`config.mk`:
```
export PLATFORM = sky130hd
export DESIGN_NAME = pipeline_ctrl
export DESIGN_NICKNAME = d
export VERILOG_FILES = /design/src/rtl/pipeline_pkg.sv /design/src/rtl/load_use_detect.sv /design/src/rtl/pipeline_ctrl.sv
export SDC_FILE = /design/constraint.sdc
export NUM_CORES = 1
export LEC_CHECK = 0
export CORE_AREA = 2 2 104 106
export CTS_CLUSTER_DIAMETER = 30
export CTS_CLUSTER_SIZE = 16
export DETAILED_ROUTE_END_ITERATION = 8
export DIE_AREA = 0 0 106 108
export HOLD_SLACK_MARGIN = 0.12
export PLACE_DENSITY = 0.8
export SETUP_SLACK_MARGIN = 0.5
export SYNTH_ARGS = -nofsm -noshare
export SYNTH_HDL_FRONTEND = slang
export SYNTH_SLANG_ARGS = --single-unit
```
`constraint.sdc`:
```
create_clock -name clk -period 2.1 [get_ports clk]
set_input_delay 0.525 -clock clk [delete_from_list [all_inputs] [get_ports clk]]
set_output_delay 0.525 -clock clk [all_outputs]
set_load 0.01 [all_outputs]
```
`src/rtl/pipeline_pkg.sv`:
```
`default_nettype none
// ============================================================================
// Module      : pipeline_pkg
// Description : Shared types and constants for the five-stage pipeline:
//               sequencer state encoding and the load result-source code.
// Revision    : 1.0 - initial release
// ============================================================================
package pipeline_pkg;

    // Sequencer states; explicit 3-bit encoding.
    typedef enum logic [2:0] {
        ST_BOOT   = 3'd0,
        ST_IDLE   = 3'd1,
        ST_RUN    = 3'd2,
        ST_DRAIN  = 3'd3,
        ST_HALTED = 3'd4
    } ctrl_state_t;

    // Result-source code of a load; also used by decode and writeback.
    localparam logic [1:0] RESULT_SRC_LOAD = 2'b01;

endpackage : pipeline_pkg
`default_nettype wire

```
`src/rtl/load_use_detect.sv`:
```
`default_nettype none
// ============================================================================
// Module      : load_use_detect
// Description : Flags a load in execute whose destination is read by the
//               instruction in decode. Purely combinational.
// Revision    : 1.0 - initial release
// ============================================================================
module load_use_detect
    import pipeline_pkg::*;
(
    input  logic [4:0] D_rs1,
    input  logic [4:0] D_rs2,
    input  logic       D_uses_rs1,
    input  logic       D_uses_rs2,
    input  logic [4:0] E_rd,
    input  logic       E_RegWrite,
    input  logic [1:0] E_result_src,
    output logic       hazard
);

    logic is_load;
    logic rs1_hit;
    logic rs2_hit;

    // x0 is never a real dependency, so a load targeting it never stalls.
    always_comb begin
        is_load = E_RegWrite && (E_result_src == RESULT_SRC_LOAD) && (E_rd != 5'd0);
        rs1_hit = D_uses_rs1 && (D_rs1 == E_rd);
        rs2_hit = D_uses_rs2 && (D_rs2 == E_rd);
        hazard  = is_load && (rs1_hit || rs2_hit);
    end

endmodule : load_use_detect
`default_nettype wire

```
`src/rtl/pipeline_ctrl.sv`:
```
`default_nettype none
// ============================================================================
// Module      : pipeline_ctrl
// Description : Central sequencer of the five-stage pipeline. Produces PC and
//               pipeline-register enables/flushes (boot, start, load-use
//               stall, redirect flush, memory freeze, drain-to-halt) and keeps
//               cycle/stall/flush performance counters.
// Revision    : 1.0 - initial release
// ============================================================================
module pipeline_ctrl
    import pipeline_pkg::*;
#(
    parameter int DATA_WIDTH   = 32,
    parameter int DRAIN_CYCLES = 3
) (
    input  logic                  clk,
    input  logic                  rst,
    input  logic                  trigger,
    input  logic [4:0]            D_rs1,
    input  logic [4:0]            D_rs2,
    input  logic                  D_uses_rs1,
    input  logic                  D_uses_rs2,
    input  logic                  D_halt,
    input  logic [4:0]            E_rd,
    input  logic                  E_RegWrite,
    input  logic [1:0]            E_result_src,
    input  logic                  E_PCSrc,
    input  logic                  M_mem_busy,
    output logic                  F_en,
    output logic                  FD_en,
    output logic                  DE_en,
    output logic                  EM_en,
    output logic                  MW_en,
    output logic                  FD_flush,
    output logic                  DE_flush,
    output logic                  running,
    output logic                  halted,
    output logic [DATA_WIDTH-1:0] cycle_cnt,
    output logic [DATA_WIDTH-1:0] stall_cnt,
    output logic [DATA_WIDTH-1:0] flush_cnt
);

    localparam int DRAIN_W = (DRAIN_CYCLES < 2) ? 1 : $clog2(DRAIN_CYCLES + 1);
    localparam logic [DATA_WIDTH-1:0] CNT_ONE   = DATA_WIDTH'(1);
    localparam logic [DRAIN_W-1:0]    DRAIN_ONE = DRAIN_W'(1);
    localparam logic [DRAIN_W-1:0]    DRAIN_LD  = DRAIN_W'(DRAIN_CYCLES);

    ctrl_state_t           state_q, state_d;
    logic [DRAIN_W-1:0]    drain_q, drain_d;
    logic [DATA_WIDTH-1:0] cycle_cnt_q, cycle_cnt_d;
    logic [DATA_WIDTH-1:0] stall_cnt_q, stall_cnt_d;
    logic [DATA_WIDTH-1:0] flush_cnt_q, flush_cnt_d;
    logic                  running_q, running_d;
    logic                  halted_q, halted_d;

    logic load_use;
    logic ev_stall;
    logic ev_flush;
    logic active;

    load_use_detect u_load_use_detect (
        .D_rs1        (D_rs1),
        .D_rs2        (D_rs2),
        .D_uses_rs1   (D_uses_rs1),
        .D_uses_rs2   (D_uses_rs2),
        .E_rd         (E_rd),
        .E_RegWrite   (E_RegWrite),
        .E_result_src (E_result_src),
        .hazard       (load_use)
    );

    // Enables, flushes, next state and performance events from state and inputs.
    always_comb begin
        F_en     = 1'b0;
        FD_en    = 1'b0;
        DE_en    = 1'b0;
        EM_en    = 1'b0;
        MW_en    = 1'b0;
        FD_flush = 1'b0;
        DE_flush = 1'b0;
        ev_stall = 1'b0;
        ev_flush = 1'b0;
        active   = 1'b0;
        state_d  = state_q;
        drain_d  = drain_q;

        case (state_q)
            ST_BOOT: begin
                FD_flush = 1'b1;
                DE_flush = 1'b1;
                state_d  = ST_IDLE;
            end

            ST_IDLE: begin
                if (trigger) begin
                    state_d = ST_RUN;
                end
            end

            ST_RUN: begin
                active = 1'b1;
                if (M_mem_busy) begin
                    // Whole-pipeline freeze; a pending redirect is re-presented.
                    ev_stall = 1'b1;
                end else if (E_PCSrc) begin
                    F_en     = 1'b1;
                    FD_en    = 1'b1;
                    DE_en    = 1'b1;
                    EM_en    = 1'b1;
                    MW_en    = 1'b1;
                    FD_flush = 1'b1;
                    DE_flush = 1'b1;
                    ev_flush = 1'b1;
                end else if (load_use) begin
                    // Hold F and D, inject a bubble into E.
                    DE_en    = 1'b1;
                    EM_en    = 1'b1;
                    MW_en    = 1'b1;
                    DE_flush = 1'b1;
                    ev_stall = 1'b1;
                end else begin
                    F_en  = 1'b1;
                    FD_en = 1'b1;
                    DE_en = 1'b1;
                    EM_en = 1'b1;
                    MW_en = 1'b1;
                    // Halt only counts when it actually advances out of D.
                    if (D_halt) begin
                        if (DRAIN_CYCLES == 0) begin
                            state_d = ST_HALTED;
                        end else begin
                            state_d = ST_DRAIN;
                            drain_d = DRAIN_LD;
                        end
                    end
                end
            end

            ST_DRAIN: begin
                active = 1'b1;
                if (M_mem_busy) begin
                    ev_stall = 1'b1;
                end else begin
                    // Fetch stopped; bubbles fill F_D while older work retires.
                    FD_en    = 1'b1;
                    FD_flush = 1'b1;
                    DE_en    = 1'b1;
                    EM_en    = 1'b1;
                    MW_en    = 1'b1;
                    drain_d  = drain_q - DRAIN_ONE;
                    if (drain_q <= DRAIN_ONE) begin
                        state_d = ST_HALTED;
                    end
                end
            end

            ST_HALTED: begin
                state_d = ST_HALTED;
            end

            default: begin
                state_d = ST_BOOT;
            end
        endcase

        cycle_cnt_d = active   ? cycle_cnt_q + CNT_ONE : cycle_cnt_q;
        stall_cnt_d = ev_stall ? stall_cnt_q + CNT_ONE : stall_cnt_q;
        flush_cnt_d = ev_flush ? flush_cnt_q + CNT_ONE : flush_cnt_q;
        running_d   = (state_d == ST_RUN) || (state_d == ST_DRAIN);
        halted_d    = (state_d == ST_HALTED);
    end

    // State, drain counter, status flags and performance counters.
    always_ff @(posedge clk or negedge rst) begin
        if (!rst) begin
            state_q     <= ST_BOOT;
            drain_q     <= '0;
            cycle_cnt_q <= '0;
            stall_cnt_q <= '0;
            flush_cnt_q <= '0;
            running_q   <= 1'b0;
            halted_q    <= 1'b0;
        end else begin
            state_q     <= state_d;
            drain_q     <= drain_d;
            cycle_cnt_q <= cycle_cnt_d;
            stall_cnt_q <= stall_cnt_d;
            flush_cnt_q <= flush_cnt_d;
            running_q   <= running_d;
            halted_q    <= halted_d;
        end
    end

    assign running   = running_q;
    assign halted    = halted_q;
    assign cycle_cnt = cycle_cnt_q;
    assign stall_cnt = stall_cnt_q;
    assign flush_cnt = flush_cnt_q;

endmodule : pipeline_ctrl
`default_nettype wire

```
Word level (Yosys, flattened, before mapping)
Index checks and enable logic that the tools add are counted.

Bits in registers: 103. Input port bits: 26. Output and inout port bits: 105.

Add/sub/neg operators: 4. Magnitude comparators: 1. Equal/unequal tests: 15. Multiplexer cells: 34. Reductions and logical operators: 12.

Operators by type and width (count): adder 32 x 1 -> 32 bit (second input constant) (3); two-way mux 3 bit (7); two-way mux 1 bit (16); case mux 3 bit (5 select lines) (1); equality test 3 x 2 -> 1 bit (second input constant) (4); equality test 5 bit (2); two-way mux 2 bit (5); inequality test 2 bit (second input constant) (5); equality test 3 bit (second input constant) (2); case mux 1 bit (2 select lines) (3); AND reduction 6 bit (1); logical AND 1 bit (5); nonzero test 5 bit (1); case mux 2 bit (2 select lines) (1); equality test 3 x 1 -> 1 bit (second input constant) (1); logical NOT 3 bit (1); case mux 1 bit (3 select lines) (1); equality test 2 x 1 -> 1 bit (second input constant) (1); less-or-equal comparator 2 x 1 -> 1 bit (second input constant) (1); logical OR 1 bit (2); nonzero test 2 bit (1); OR reduction 2 bit (1); subtractor 2 x 1 -> 2 bit (second input constant) (1).

Longest topological paths before layout
Gate-level depths: netlist of the first run.

Word-level depth: 10. Mapped depth: 8. Mapped depth without buffers: 7.

By module
A second synthesis of the first run with hierarchy kept.

Cells, all modules: 483. Area total of the unflattened synthesis: 5053.6 µm².

By module, submodules not included: pipeline_ctrl (times used 1, cells each 464, area an instance 4912.2 µm²); load_use_detect (times used 1, cells each 19, area an instance 141.4 µm²).

Least setup slack after synthesis of the first run
OpenSTA, ideal clock, no wires.

Path kind: in2out. Start: input E_rd[2]. End: output DE_flush. Arrival: 1.514 ns. Required time: 1.575 ns. Setup slack: 0.061 ns. Cell stages on the path: 6. Cells stage by stage: xnor2_1 nand4_1 o22ai_2 a21oi_1 o21a_1 nor3_1.

Word-level cells in the longest chain between the ends: 8.

RTL lines: start, declared (line pipeline_ctrl.sv:24) `input logic [4:0] E_rd,`; equality test 5 bit (on tied branches) (line load_use_detect.sv:28, load_use_detect.sv:29); logical AND 1 bit (on tied branches) (line load_use_detect.sv:28, load_use_detect.sv:29); logical OR 1 bit (line load_use_detect.sv:30) `hazard = is_load && (rs1_hit || rs2_hit);`; logical AND 1 bit * (line load_use_detect.sv:30); two-way mux 1 bit * (line pipeline_ctrl.sv:114) `end else if (load_use) begin`; two-way mux 1 bit * (line pipeline_ctrl.sv:105) `end else if (E_PCSrc) begin`; two-way mux 1 bit * (line pipeline_ctrl.sv:102) `if (M_mem_busy) begin`; case mux 1 bit (2 select lines) * (line pipeline_ctrl.sv:87) `case (state_q)`; end, declared (line pipeline_ctrl.sv:35) `output logic DE_flush,`.

Every way passes the cells marked *; elsewhere a longest branch is shown, timed or not.

Worst setup path after layout of the first run
Start: input D_rs2[2]. End: output F_en.

Word-level cells in the longest chain between the ends: 8.

RTL lines: start, declared (line pipeline_ctrl.sv:20) `input logic [4:0] D_rs2,`; equality test 5 bit (line load_use_detect.sv:29) `rs2_hit = D_uses_rs2 && (D_rs2 == E_rd);`; logical AND 1 bit (line load_use_detect.sv:29); logical OR 1 bit (line load_use_detect.sv:30); logical AND 1 bit (line load_use_detect.sv:30); two-way mux 1 bit (line pipeline_ctrl.sv:114); two-way mux 1 bit (line pipeline_ctrl.sv:105); two-way mux 1 bit (line pipeline_ctrl.sv:102); two-way mux 1 bit (line pipeline_ctrl.sv:87); end, declared (line pipeline_ctrl.sv:29) `output logic F_en,`.

Every way passes these cells.

==> impl_summary.log, run 1 <==
[metrics] run status: finished, violations left
[metrics] violated checks: negative setup slack
[metrics] Synth Instances: 459
[metrics] Period Utilization, post-route: 108%
[metrics] number of nets still failing antenna checks after routing: 0
[metrics] required time at the endpoint of the critical path: 1.57 ns
[metrics] worst-skew pair later-pin latency: 0.36 ns
[metrics] number of synthesized register bits: 103
[metrics] count of final setup violators: 5
[metrics] All-Layer GR Usage: 26.2%
[metrics] vias in the first global route: 4859
[metrics] Total Power: 6.30 mW
[metrics] number of DRC markers in iteration 0: 276
[metrics] setup repair after global routing missed its margin: yes
[metrics] post-layout instance count excluding filler cells: 913
[metrics] layout cells sized above 1: 53.2%
[metrics] HPWL after detailed placement: 8.47 mm
[metrics] CTS tree: built
[metrics] core area: 0.0102 mm²
[metrics] most common cell after layout, fill and taps aside: sky130_fd_sc_hd__buf_4
[metrics] final critical-path required period: 2.27 ns
[metrics] Crit Path Max Fanout: 3
[metrics] proportion of synthesized chip area in sequential cells: 52.4%
[metrics] Root Driver: sky130_fd_sc_hd__clkbuf_8
[metrics] post-synth net total: 489
[metrics] worst setup margin: -0.166 ns
[metrics] WL per Instance: 20.0 µm
[metrics] first-pass GRT wire length: 24.0 mm
[metrics] NumNets Final: 802
[metrics] post-synthesis instance area: 0.00492 mm²
[metrics] total count of hold-check failures in the final report: 0
[metrics] Max rail drop VDD: 0.000729 V
[metrics] number of clock buffers inserted by TritonCTS: 9
[metrics] total wirelength of the detailed-routed design: 18.2 mm
[metrics] data arrival at the endpoint of the critical path: 1.74 ns
[metrics] number of core rows: 37
[metrics] most common flop cell mapped by yosys: sky130_fd_sc_hd__dfrtp_1
[metrics] antenna violations before repair: 0
[metrics] I/O pin count: 131
[metrics] effective utilization at floorplan: 48.1%
[metrics] DIE WIDTH: 106 µm
[metrics] DR pass1 iterations: 5
[metrics] height of the die: 108 µm
[metrics] number of buffers inserted for hold repair after clock tree synthesis: 0
[metrics] growth of design area from synthesis to finish: 82.9%
[metrics] number of design rule violations left after detail routing: 0
[metrics] clock transition at the registers of the reported paths: 0.11 ns
[metrics] number of distinct library cells after synthesis: 40
[metrics] number of max-capacitance violations reported: 0
[metrics] total vias in the final route: 4900
[metrics] maximum frequency from static timing analysis: 441 MHz
[metrics] CP Class: input pin to output pin
[metrics] per-instance average area after synthesis: 10.7 µm²
[metrics] worst relative slew slack: 59.9%
[metrics] async set or reset register ratio after synthesis: 100%
[metrics] Setup Slack @ Placement: -0.945 ns
[metrics] count of placed standard cells including taps: 745
[metrics] count of input and output buffers: 130
[metrics] total power density per cell area: 699 mW/mm²
[metrics] # clock sinks: 103
[metrics] count of flip-flops with a built-in enable after synthesis: 0
[metrics] highest-count cells in the layout ignoring fill and taps: sky130_fd_sc_hd__buf_4 (143), sky130_fd_sc_hd__dfrtp_1 (91), sky130_fd_sc_hd__buf_6 (56)
[metrics] total congestion overflow: 0
[metrics] pin count of the biggest net entering global routing: 57
[metrics] number of buffers between clock root and the deepest sink: 2
[metrics] warnings from Yosys: 0
[metrics] Worst setup SP type: input pin
[metrics] final setup skew: 0.0144 ns
[metrics] Worst Tran Pin Value: 0.602 ns
[metrics] Critical Path Sink Type: output pin
[metrics] Placer Congestion: 0.890
[metrics] Die Area: 0.0114 mm²
[metrics] final slew viol count: 0
[metrics] Hold Crit Class: input pin to asynchronous set/reset pin
[metrics] Antenna Diode Count: 0
[metrics] vias per inst: 5.37
[metrics] H-tree depth: 3
[metrics] standby leakage power: 4.90 nW
==> power by group <==
| group | internal, mW | leakage, nW | switching [mW] |
|---|---|---|---|
| Clock | 0.491 | 0.0968 | 0.765 |
| Combinational | 1.41 | 3.43 | 1.26 |
| Sequential | 2.19 | 1.37 | 0.180 |
==> area by class of cell <==
cell class              instances  area [µm²]
multi-input cells             327        3200
repair buffers                316        2800
flip-flops and latches        103        2590
fillers                       466        1230
well taps                     136         170
clock buffers                  11         141
inverters                      15        56.3
clock inverters                 5        46.3
==> synth_stat cells, drive strengths merged (3+ instances only) <==
cell type,number,area [µm²]
nand3,30,155
or2,3,18.8
xor2,49,429
clkbuf,7,26.3
nor2,37,146
xnor2,53,464
nor4,13,144
and4,7,61.3
a21oi,6,30.0
dfrtp,103,2580
nand2,47,176
buf,7,42.5
inv,15,56.3
and3,15,93.8
ha,4,50.1
o22ai,3,25.0
nand4,22,138
nor3,17,105
==> registers in the layout, indices dropped and copies added (netlist names) <==
name	flops
drain_q	2
state_q	3
flush_cnt	32
running	1
cycle_cnt	32
stall_cnt	32
halted	1
==> critical path: stages <==
cell                      delay [ns]
sky130_fd_sc_hd__buf_6          0.10
sky130_fd_sc_hd__xnor2_2        0.17
sky130_fd_sc_hd__nand4_1        0.13
sky130_fd_sc_hd__o22ai_2        0.20
sky130_fd_sc_hd__buf_4          0.15
sky130_fd_sc_hd__buf_6          0.10
sky130_fd_sc_hd__nand2_2        0.04
sky130_fd_sc_hd__o21a_1         0.20
sky130_fd_sc_hd__buf_6          0.12
==> through the flow <==
step | cell area [µm²] | TNS [ns] | util, % | hold slack, ns
final | 9000 | -0.386 | 88.0 | 0.139
after global routing | 9000 | -0.648 | 88.0 | 0.150
after CTS | 8050 | -0.114 | 78.7 | 0.144
after detailed placement | 6720 | -24.74 | 65.7 | 0.455
after global placement | 6720 | -21.64 | 65.7 | 0.455
after floorplan | 5050 | 0 | - | 0.229
==> per-layer routing <==
| metal | up-vias | share of wire, % | track usage [%] |
|---|---|---|---|
| met2 | 207 | 54 | 47.5 |
| met4 | 0 | 2.7 | 6.77 |
| li1 | 2185 | - | - |
| met3 | 43 | 5.5 | 4.46 |
| met1 | 2465 | 38 | 32.7 |
| met5 | - | 0 | 0 |
==> what timing repair did <==
action	CTS	global route
pin swaps	88	99
gates cloned	2	1
endpoints found under the setup margin	193	160
resized for setup	375	195
setup buffers	103	46
==> cells by family (layout without fill, tap and decap cells) <==
family                   after synthesis  in the layout  share of synthesized area [%]
adder cells (fa/ha/maj)                4              4                           1.02
buffers and inverters                 29            347                           2.54
flip-flops                           103            103                           52.4
multiplexers                           2              2                          0.458
AO/OA/AOI/OAI                         18             18                           2.54
XOR/XNOR                             102            102                           18.1
AND/OR/NAND/NOR                      201            201                           22.9
==> path summary, 6_finish.rpt <==
| check | slack (ns) | depth (start not counted) | to | start |
|---|---|---|---|---|
| setup reg to reg | 0.02 | 7 | flush_cnt[22] | state_q[0] |
| hold / removal | 0.14 | 2 | cycle_cnt[24] | rst |
| hold reg to reg | 0.50 | 1 | flush_cnt[31] | flush_cnt[31] |
| setup / recovery | -0.17 | 9 | F_en | D_rs2[2] |
| max in group asynchronous | 1.37 | 2 | cycle_cnt[13] | rst |
| min in group clk | 0.50 | 1 | flush_cnt[31] | flush_cnt[31] |
(Power assumes the default switching activity.)
==> run 2, diff against run 1 <==
- clock period: 2.1 -> 2.4 ns (I/O delays scaled with it)
==> impl_summary.log, run 2 (same netlist as run 1, synthesis figures left out) <==
[metrics] number of clock buffers inserted by TritonCTS: 9
[metrics] number of design rule violations left after detail routing: 0
[metrics] height of the die: 108 µm
[metrics] violated checks: negative setup slack
[metrics] vias in the first global route: 4832
[metrics] Layout Cell Area excl Fill: 0.00861 mm²
[metrics] worst-skew pair later-pin latency: 0.36 ns
[metrics] WL per Instance: 19.7 µm
[metrics] NumNets Final: 758
[metrics] HPWL after detailed placement: 8.30 mm
[metrics] maximum frequency from static timing analysis: 408 MHz
[metrics] Placer Congestion: 0.828
[metrics] total wirelength of the detailed-routed design: 17.1 mm
[metrics] worst relative slew slack: 58.1%
[metrics] effective utilization at floorplan: 48.1%
[metrics] most common cell after layout, fill and taps aside: sky130_fd_sc_hd__buf_4
[metrics] I/O pin count: 131
[metrics] worst slack on hold paths: 0.245 ns
[metrics] CTS tree: built
[metrics] placed instance area: 0.00656 mm²
[metrics] clock transition at the registers of the reported paths: 0.10 ns
[metrics] number of max-capacitance violations reported: 0
[metrics] number of buffers between clock root and the deepest sink: 2
[metrics] number of core rows: 37
[metrics] total vias in the final route: 4793
[metrics] Largest stage delay, worst path: 0.20 ns
[metrics] total congestion overflow: 0
[metrics] layout cells sized above 1: 40.5%
[metrics] growth of design area from synthesis to finish: 74.9%
[metrics] cell with the biggest individual delay on the critical path: sky130_fd_sc_hd__o22ai_2
[metrics] cell breakdown of the critical path: buf_2, xnor2_2, nand4_1, o22ai_2, buf_4, buf_6, nand2_4, o21a_1, buf_2
[metrics] setup repair after global routing missed its margin: yes
[metrics] CP Class: input pin to output pin
[metrics] Total Power: 5.56 mW
[metrics] Max rail drop VDD: 0.000583 V
[metrics] Largest delay share family, worst path: buffers and inverters
[metrics] total power density per cell area: 646 mW/mm²
[metrics] run status: finished, violations left
[metrics] antenna violations before repair: 0
[metrics] first-pass GRT wire length: 24.1 mm
[metrics] Die Area: 0.0114 mm²
[metrics] count of input and output buffers: 130
[metrics] # clock sinks: 103
[metrics] area of the multi-input gates: 0.00292 mm²
[metrics] number of buffers inserted for hold repair after clock tree synthesis: 0
[metrics] Period Utilization, post-route: 102%
[metrics] required time at the endpoint of the critical path: 1.80 ns
[metrics] Worst setup SP type: input pin
[metrics] Critical Path Sink Type: output pin
[metrics] Root Driver: sky130_fd_sc_hd__clkbuf_8
[metrics] worst path buffer plus inverter count: 4
[metrics] final critical-path required period: 2.45 ns
[metrics] DIE WIDTH: 106 µm
[metrics] Antenna Diode Count: 0
[metrics] most repeated library cell on the critical path: sky130_fd_sc_hd__buf_2
[metrics] worst reg2reg setup slack: 0.31 ns
[metrics] highest-count cells in the layout ignoring fill and taps: sky130_fd_sc_hd__buf_4 (103), sky130_fd_sc_hd__dfrtp_1 (91), sky130_fd_sc_hd__xor2_1 (49)
[metrics] number of nets still failing antenna checks after routing: 0
[metrics] number of DRC markers in iteration 0: 240
[metrics] total count of hold-check failures in the final report: 0
[metrics] data arrival at the endpoint of the critical path: 1.85 ns
[metrics] vias per inst: 5.52
[metrics] Register Area: 0.00259 mm²
[metrics] H-tree depth: 3
[metrics] count of final setup violators: 2
[metrics] Worst Tran Pin Value: 0.628 ns
[metrics] Crit Path Max Fanout: 3
[metrics] worst setup margin: -0.0533 ns
[metrics] standby leakage power: 5.18 nW
[metrics] final setup skew: 0.0175 ns
[metrics] DR pass1 iterations: 5
[metrics] Hold Crit Class: input pin to asynchronous set/reset pin
[metrics] pin count of the biggest net entering global routing: 47
[metrics] All-Layer GR Usage: 26.4%
[metrics] FILL cells: 503
[metrics] core area: 0.0102 mm²
[metrics] final slew viol count: 0
## run 2: cell types whose count changed in the layout (fill, tap and decap cells not counted), moves of 6 or more
cell,previous run,this run
sky130_fd_sc_hd__clkbuf_2,14,0
sky130_fd_sc_hd__buf_4,143,103
sky130_fd_sc_hd__buf_6,56,40
sky130_fd_sc_hd__clkdlybuf4s15_1,50,0
sky130_fd_sc_hd__dlygate4sd2_1,26,48
sky130_fd_sc_hd__xnor2_2,27,11
sky130_fd_sc_hd__nand2_1,30,44
sky130_fd_sc_hd__dlymetal6s2s_1,0,46
sky130_fd_sc_hd__nand2_4,10,1
sky130_fd_sc_hd__xnor2_1,26,42
sky130_fd_sc_hd__nand3_1,16,22
sky130_fd_sc_hd__clkdlybuf4s50_1,2,11
## run 2: where the power goes
part | switching [mW] | internal [mW]
clock | 0.645 | 0.503
sequential | 0.210 | 1.92
combinational | 1.10 | 1.19
## run 2: path summary, 6_finish.rpt
kind	startpoint	depth (start not counted)	endpoint
setup / recovery	D_rs1[4]	9	F_en
hold / removal	rst	1	cycle_cnt[14]
setup reg to reg	state_q[2]	8	flush_cnt[22]
hold reg to reg	cycle_cnt[31]	1	cycle_cnt[31]
max in group asynchronous	rst	2	stall_cnt[3]
min in group clk	cycle_cnt[31]	1	cycle_cnt[31]
## run 2: area by class of cell
cell class              count  area share [%]
clock buffers              10            1.48
flip-flops and latches    103            30.1
well taps                 136            1.98
inverters                  15           0.654
repair buffers            272            31.0
clock inverters             6           0.886
multi-input cells         327            33.9
## run 2: metal layers
metal | track usage [%] | up-vias | part of all wire (%)
met1 | 32.7 | 2426 | 38
met4 | 7.42 | 0 | 2.6
met2 | 47.6 | 218 | 54
li1 | - | 2112 | -
met3 | 4.70 | 37 | 5.4
met5 | 0 | - | 0
## run 2: through the flow
stage          setup slack (ns)  cells  TNS [ns]  util (%)
6_report                -0.0533    869   -0.0614      84.2
5_1_grt                  -0.108    869    -0.271      84.2
4_1_cts                  0.0183    853         0      77.9
3_5_place_dp             -0.802    733    -14.49      64.1
3_3_place_gp             -0.747    733    -12.25      64.1
2_1_floorplan             0.302    459         0         -
## run 2: timing repair
| action | CTS | global route |
|---|---|---|
| setup endpoints to repair | 169 | 124 |
| resized for setup | 252 | 133 |
| pin swaps | 66 | 55 |
| hold endpoints to repair | 0 | 0 |
| gates cloned | 3 | 0 |
| setup buffers | 101 | 16 |
